$ cat config.mk
export PLATFORM = sky130hd
export DESIGN_NAME = execute_sequencer
export DESIGN_NICKNAME = d
export VERILOG_FILES = /design/src/rtl/execute_sequencer.sv
export SDC_FILE = /design/constraint.sdc
export NUM_CORES = 1
export LEC_CHECK = 0
export ABC_CLOCK_PERIOD_IN_PS = 3300
export CORE_MARGIN = 2
export CORE_UTILIZATION = 37
export DETAILED_ROUTE_END_ITERATION = 6
export GPL_TIMING_DRIVEN = 0
export PLACE_DENSITY = 0.85
export SYNTH_ARGS = -nofsm -noshare
export SYNTH_HDL_FRONTEND = slang
export SYNTH_SLANG_ARGS = --single-unit
$ cat constraint.sdc
create_clock -name clk -period 3.3 [get_ports clk]
set_clock_uncertainty 0.2 [all_clocks]
set_input_delay 0.66 -clock clk [delete_from_list [all_inputs] [get_ports clk]]
set_output_delay 0.66 -clock clk [all_outputs]
set_load 0.02 [all_outputs]
$ cat src/rtl/execute_sequencer.sv
`timescale 1ns/1ps
// -----------------------------------------------------------------------------
// execute_sequencer
//
// Purpose:
//   Sequences the EX stage of the pipeline. It selects forwarding sources for
//   the two ALU operands, stalls and bubbles on read-after-write hazards, holds
//   EX for multi-cycle ALU ops and flushes IF/ID and ID/EX on a branch redirect.
//
// Configuration macro: EXEC_FORWARDING_EN
//   defined   - MEM/WB forwarding is active and only load-use hazards stall.
//   undefined - forward_a/forward_b are constant 00, and any RAW hazard against
//               EX or MEM stalls until the producer has left MEM.
//
// Ports:
//   clk, rst                 clock (rising edge), asynchronous active-high reset
//   rs1_id, rs2_id           source registers of the instruction in ID
//   rs1_ex, rs2_ex, rd_ex    source and destination registers in EX
//   ex_mem_read              EX instruction is a load
//   ex_reg_write             EX instruction writes rd_ex
//   rd_mem, mem_reg_write    MEM destination register and its write enable
//   rd_wb, wb_reg_write      WB destination register and its write enable
//   ex_multi_start           EX holds a multi-cycle op this cycle
//   branch_taken             EX resolved a taken branch or jump
//   forward_a, forward_b     operand selects: 00 reg file, 10 MEM, 01 WB
//   stall_if/id/ex           hold PC / IF/ID / ID/EX and EX operands
//   flush_id, flush_ex       clear IF/ID / insert a bubble into ID/EX
//   ex_busy, ex_done         multi-cycle op in progress / completion pulse
//   stall_cycles             saturating count of cycles with stall_if=1
// -----------------------------------------------------------------------------
module execute_sequencer #(
  parameter int MULTI_LATENCY = 4,
  parameter int REG_ADDR_W    = 5,
  parameter int CNT_W         = 16
) (
  input  logic                  clk,
  input  logic                  rst,
  input  logic [REG_ADDR_W-1:0] rs1_id,
  input  logic [REG_ADDR_W-1:0] rs2_id,
  input  logic [REG_ADDR_W-1:0] rs1_ex,
  input  logic [REG_ADDR_W-1:0] rs2_ex,
  input  logic [REG_ADDR_W-1:0] rd_ex,
  input  logic                  ex_mem_read,
  input  logic                  ex_reg_write,
  input  logic [REG_ADDR_W-1:0] rd_mem,
  input  logic                  mem_reg_write,
  input  logic [REG_ADDR_W-1:0] rd_wb,
  input  logic                  wb_reg_write,
  input  logic                  ex_multi_start,
  input  logic                  branch_taken,
  output logic [1:0]            forward_a,
  output logic [1:0]            forward_b,
  output logic                  stall_if,
  output logic                  stall_id,
  output logic                  stall_ex,
  output logic                  flush_id,
  output logic                  flush_ex,
  output logic                  ex_busy,
  output logic                  ex_done,
  output logic [CNT_W-1:0]      stall_cycles
);

  // Counter only ever holds MULTI_LATENCY-2 down to 0.
  localparam int LAT_W = (MULTI_LATENCY > 2) ? $clog2(MULTI_LATENCY) : 1;
  localparam logic [LAT_W-1:0] LAT_LOAD = LAT_W'(MULTI_LATENCY - 2);

  typedef enum logic {ST_RUN, ST_MULTI} state_t;

  state_t             r_state, w_state_next;
  logic [LAT_W-1:0]   r_cnt, w_cnt_next;
  logic [CNT_W-1:0]   r_stall_cycles;

  logic [1:0]         w_fwd_a, w_fwd_b;
  logic               w_load_use, w_hazard;
  logic               w_stall_if, w_stall_id, w_stall_ex;
  logic               w_flush_id, w_flush_ex, w_busy, w_done;

  assign w_load_use = ex_mem_read && (rd_ex != '0) &&
                      ((rd_ex == rs1_id) || (rd_ex == rs2_id));

`ifdef EXEC_FORWARDING_EN
  logic w_unused_fwd;
  assign w_unused_fwd = ex_reg_write;

  // MEM result is younger than WB, so it wins when both match.
  always_comb begin
    w_fwd_a = 2'b00;
    w_fwd_b = 2'b00;
    if (mem_reg_write && (rd_mem != '0) && (rd_mem == rs1_ex))
      w_fwd_a = 2'b10;
    else if (wb_reg_write && (rd_wb != '0) && (rd_wb == rs1_ex))
      w_fwd_a = 2'b01;
    if (mem_reg_write && (rd_mem != '0) && (rd_mem == rs2_ex))
      w_fwd_b = 2'b10;
    else if (wb_reg_write && (rd_wb != '0) && (rd_wb == rs2_ex))
      w_fwd_b = 2'b01;
  end

  assign w_hazard = w_load_use;
`else
  logic w_unused_fwd;
  logic w_raw_hazard;
  assign w_unused_fwd = ^{rs1_ex, rs2_ex, rd_wb, wb_reg_write};

  assign w_fwd_a = 2'b00;
  assign w_fwd_b = 2'b00;

  // Without bypass paths the ID instruction must wait until every in-flight
  // producer in EX or MEM has reached WB (the register file write-through
  // covers the WB stage).
  assign w_raw_hazard =
      (ex_reg_write  && (rd_ex  != '0) && ((rd_ex  == rs1_id) || (rd_ex  == rs2_id))) ||
      (mem_reg_write && (rd_mem != '0) && ((rd_mem == rs1_id) || (rd_mem == rs2_id)));

  assign w_hazard = w_raw_hazard || w_load_use;
`endif

  // Next-state and control decode.
  always_comb begin
    w_state_next = r_state;
    w_cnt_next   = r_cnt;
    w_stall_if   = 1'b0;
    w_stall_id   = 1'b0;
    w_stall_ex   = 1'b0;
    w_flush_id   = 1'b0;
    w_flush_ex   = 1'b0;
    w_busy       = 1'b0;
    w_done       = 1'b0;
    case (r_state)
      ST_RUN: begin
        if (branch_taken) begin
          // Redirect wins: the younger instructions are discarded anyway,
          // so any hazard or multi-cycle request they raise is moot.
          w_flush_id = 1'b1;
          w_flush_ex = 1'b1;
        end else if (ex_multi_start) begin
          w_state_next = ST_MULTI;
          w_cnt_next   = LAT_LOAD;
          w_stall_if   = 1'b1;
          w_stall_id   = 1'b1;
          w_stall_ex   = 1'b1;
          w_busy       = 1'b1;
        end else if (w_hazard) begin
          w_stall_if = 1'b1;
          w_stall_id = 1'b1;
          w_flush_ex = 1'b1;
        end
      end
      ST_MULTI: begin
        if (r_cnt == '0) begin
          // Final occupancy cycle: release the pipe while pulsing done.
          w_done       = 1'b1;
          w_state_next = ST_RUN;
        end else begin
          w_stall_if = 1'b1;
          w_stall_id = 1'b1;
          w_stall_ex = 1'b1;
          w_busy     = 1'b1;
          w_cnt_next = r_cnt - 1'b1;
        end
      end
      default: w_state_next = ST_RUN;
    endcase
  end

  always_ff @(posedge clk or posedge rst) begin
    if (rst) begin
      r_state        <= ST_RUN;
      r_cnt          <= '0;
      r_stall_cycles <= '0;
    end else begin
      r_state <= w_state_next;
      r_cnt   <= w_cnt_next;
      if (w_stall_if && (r_stall_cycles != '1))
        r_stall_cycles <= r_stall_cycles + 1'b1;
    end
  end

  // Reset masks every control output combinationally so the pipeline is
  // quiet for the whole time rst is high, not just after the next edge.
  assign forward_a    = rst ? 2'b00 : w_fwd_a;
  assign forward_b    = rst ? 2'b00 : w_fwd_b;
  assign stall_if     = w_stall_if & ~rst;
  assign stall_id     = w_stall_id & ~rst;
  assign stall_ex     = w_stall_ex & ~rst;
  assign flush_id     = w_flush_id & ~rst;
  assign flush_ex     = w_flush_ex & ~rst;
  assign ex_busy      = w_busy & ~rst;
  assign ex_done      = w_done & ~rst;
  assign stall_cycles = r_stall_cycles;

endmodule

==> impl_metrics.yaml <==
cts:
  clk_latency_ps: 300
  clkTransAtPathRegs_ps: 110
  clock_path_buffers: 2
  cts.htree.levels: 1
  cts_buffers: 3
  clockRootBuffer: "clkbuf_4"
  cts.sinks: 19
  cts_tree: "yes"
pwr:
  p_per_area_mw_per_mm2: 544.2
  pwr-share-comb_pct: 53.5
  switchingPower_uw: 440.7
  p_seq_share_pct: 35.5
  p_total_mw: 1.065
  intPower_uw: 624.1
  p_leak_nw: 0.8557
  clkPwrFrac_pct: 11.0
  p_sw_share_pct: 41.39
  peakVddDrop_mv: 0.3034
worst_setup_path:
  worstSetupPathType: "in2out"
  slowest_stage: "or4_2"
  cpPeakStageDelay_ps: 660
  cp-start-kind: "primary input"
  crit_path_max_fanout: 3
  critical_path.cell_chain: "clkdlybuf4s15_2 -> or4_2 -> o22a_1 -> inv_2 -> o221ai_4 -> nor3b_4 -> buf_2"
  cp_data_arrival_time_ps: 2320
  end_kind: "output port"
  required_ps: 2440
sta:
  worstMarginPinSlew_ps: 689.4
  setup_viol: 0
  slew_violations: 0
  hold_viol_final: 0
  fin_crit_ps: 3185
  min_period_over_period_pct: 96.51
  relSlewSlack_pct: 53.99
  rsz0062_at_grt: "no"
  fmax_mhz: 314.0
  whs_ps: 296.0
floorplanning:
  start_util_pct: 39.42
  die_area_mm2: 0.004108
  coreArea_mm2: 0.003390
  ioPinCount: 70
  fp.dieH_um: 64.10
  fp.dieW_um: 64.10
  placementRows: 21
drt:
  drt_pass1_iterations: 4
  wl_mm: 3.049
  ant_nets: 0
  wl_per_cell_um: 12.60
  dr.first_iter.drc_count: 34
  viasPerCell: 4.955
  drc: 0
  vias: 1199
placed_design:
  gp_congestion: 0.7905
  hpwl_mm: 2.410
  portBuffers: 49
  dp.cells: 237
global_routing:
  use_met1_pct: 19.40
  grt_max_degree: 20
  grtUsageTotal_pct: 15.63
  use_met3_pct: 3.697
  grt_use_met2_pct: 27.08
  top_usage_layer: "met2"
  grt_pass1_wl_mm: 5.195
  antenna_found_initial: 0
  grt_pass1_vias: 1145
  overflow: 0
final_layout:
  syn_to_final_growth_pct: 46.44
  nets: 242
  fin_cells: 242
  drive_gt1_share_pct: 15.82
  diodes: 0
synthesis:
  synth.top_cells.by_area: "dfrtp_1 (36%), xor2_1 (19%), buf_4 (3.9%), xnor2_1 (3.9%), a211oi_1 (3.4%)"
  synth-main-ff-cell: "dfrtp_1"
  synth_area_mm2: 0.001336
  ys_warn_count: 0
  synth_edf_count: 0
  yosys.cell_types.count: 35
  synth_largest_type_area_fraction_pct: 35.58
  syn_avg_cell_area_um2: 9.614
  synthCells: 139
  synth_commonest_cells: "xor2_1 (29), dfrtp_1 (19), nor2_1 (9), inv_1 (8)"
  synthArstFlopShare_pct: 100.0
  synth.largest_area_cell: "dfrtp_1"
  synth_seq_area_share_pct: 35.58
  yosysMostFrequentCell: "xor2_1"
  synth_seq_cells: 19
hold_path:
  min_path_type: "reg2reg"
status:
  status: "finished, final reports clean"
flow_run:
  maxCapViolations: 0
layout by cell type (no fill, tap or decap), types with 2 or more instances in the layout:
| cell type | n |
|---|---|
| dfrtp_1 | 19 |
| clkdlybuf4s50_1 | 37 |
| nor2_1 | 9 |
| nand2_1 | 7 |
| ha_1 | 2 |
| buf_4 | 9 |
| buf_2 | 2 |
| and4_1 | 3 |
| inv_1 | 7 |
| o22a_1 | 2 |
| nor3_1 | 3 |
| nor3_2 | 3 |
| conb_1 | 4 |
| clkbuf_4 | 3 |
| xnor2_1 | 6 |
| mux2_2 | 2 |
| and3_1 | 2 |
| a21oi_1 | 3 |
| nand3_1 | 7 |
| a22oi_2 | 2 |
| dlygate4sd2_1 | 5 |
| xor2_1 | 29 |
| a211oi_1 | 6 |
| nand4_1 | 2 |
sequential cells by signal (all words and copies together), names as in the netlist:
| name | cells |
|---|---|
| stall_cycles | 16 |
| r_cnt | 2 |
| r_state | 1 |
logic make-up (layout without fill, tap and decap cells):
group | count (synthesis) | in the layout | synth area share (%)
AOI/OAI and AO/OA | 20 | 20 | 11.89
xor gates and xnor gates | 35 | 35 | 22.94
adders and majority gates | 2 | 2 | 1.872
buffers and inverters | 16 | 70 | 7.022
DFF | 19 | 19 | 35.58
muxes | 2 | 2 | 1.685
other | 1 | 4 | 0.2806
and+or+nand+nor | 44 | 44 | 18.73
final cells by class:
type                       count  area, µm²
fill                         273       1433
tap                           46      57.56
multi-input combinational    107      825.8
sequential                    19      475.5
buffer                         7      56.30
inverter                       8      30.03
clock buffer                   4      26.28
timing repair buffer          51      485.5
worst max-delay path: cells and delay by family:
family,cells,cell delay [ps]
compound gates,2,330
buf+inv,3,490
simple gates,2,840
power groups by stage:
stage | logic [mW] | clock network, mW | registers (mW)
after floorplan | 0.281 | 0 | 0.428
after global routing | 0.619 | 0.133 | 0.392
after CTS | 0.579 | 0.119 | 0.379
after global placement | 0.551 | 0 | 0.381
final | 0.570 | 0.117 | 0.378
after detailed placement | 0.559 | 0 | 0.383
per-stage QoR:
| stage | util [%] | TNS (ps) | setup WS [ps] | instance area (µm²) |
|---|---|---|---|---|
| 6_report | 57.73 | 0 | 115.2 | 1957 |
| 4_1_cts | 58.29 | 0 | 11.40 | 1976 |
| 3_3_place_gp | 55.92 | -2197 | -893.5 | 1896 |
| 3_5_place_dp | 55.92 | -2253 | -916.9 | 1896 |
| 5_1_grt | 57.73 | 0 | 19.12 | 1957 |
| 2_1_floorplan | - | 0 | 69.53 | 1348 |
what timing repair did:
| item | CTS | global route |
|---|---|---|
| pin swaps | 3 | 2 |
| resized for setup | 32 | 6 |
| setup endpoints to repair | 3 | 3 |
| setup buffers | 2 | 0 |
| hold buffers | 0 | 0 |
worst paths after layout:
check                      cells after the start  slack [ps]          endpoint             start
max                                            7         120          stall_id          rd_ex[1]
min                                            1         300  stall_cycles[11]  stall_cycles[11]
max reg2reg                                    9         750  stall_cycles[15]          r_cnt[0]
min reg2reg                                    1         300  stall_cycles[11]  stall_cycles[11]
max in group asynchronous                      2        1690   stall_cycles[0]               rst
min in group asynchronous                      2         770   stall_cycles[3]               rst
layer usage:
metal	wire length, µm	vias to the layer above
met2	1535	32
li1	-	592
met5	0	-
met1	1341	571
met4	36	0
met3	135	4
(Power assumes the default switching activity.)
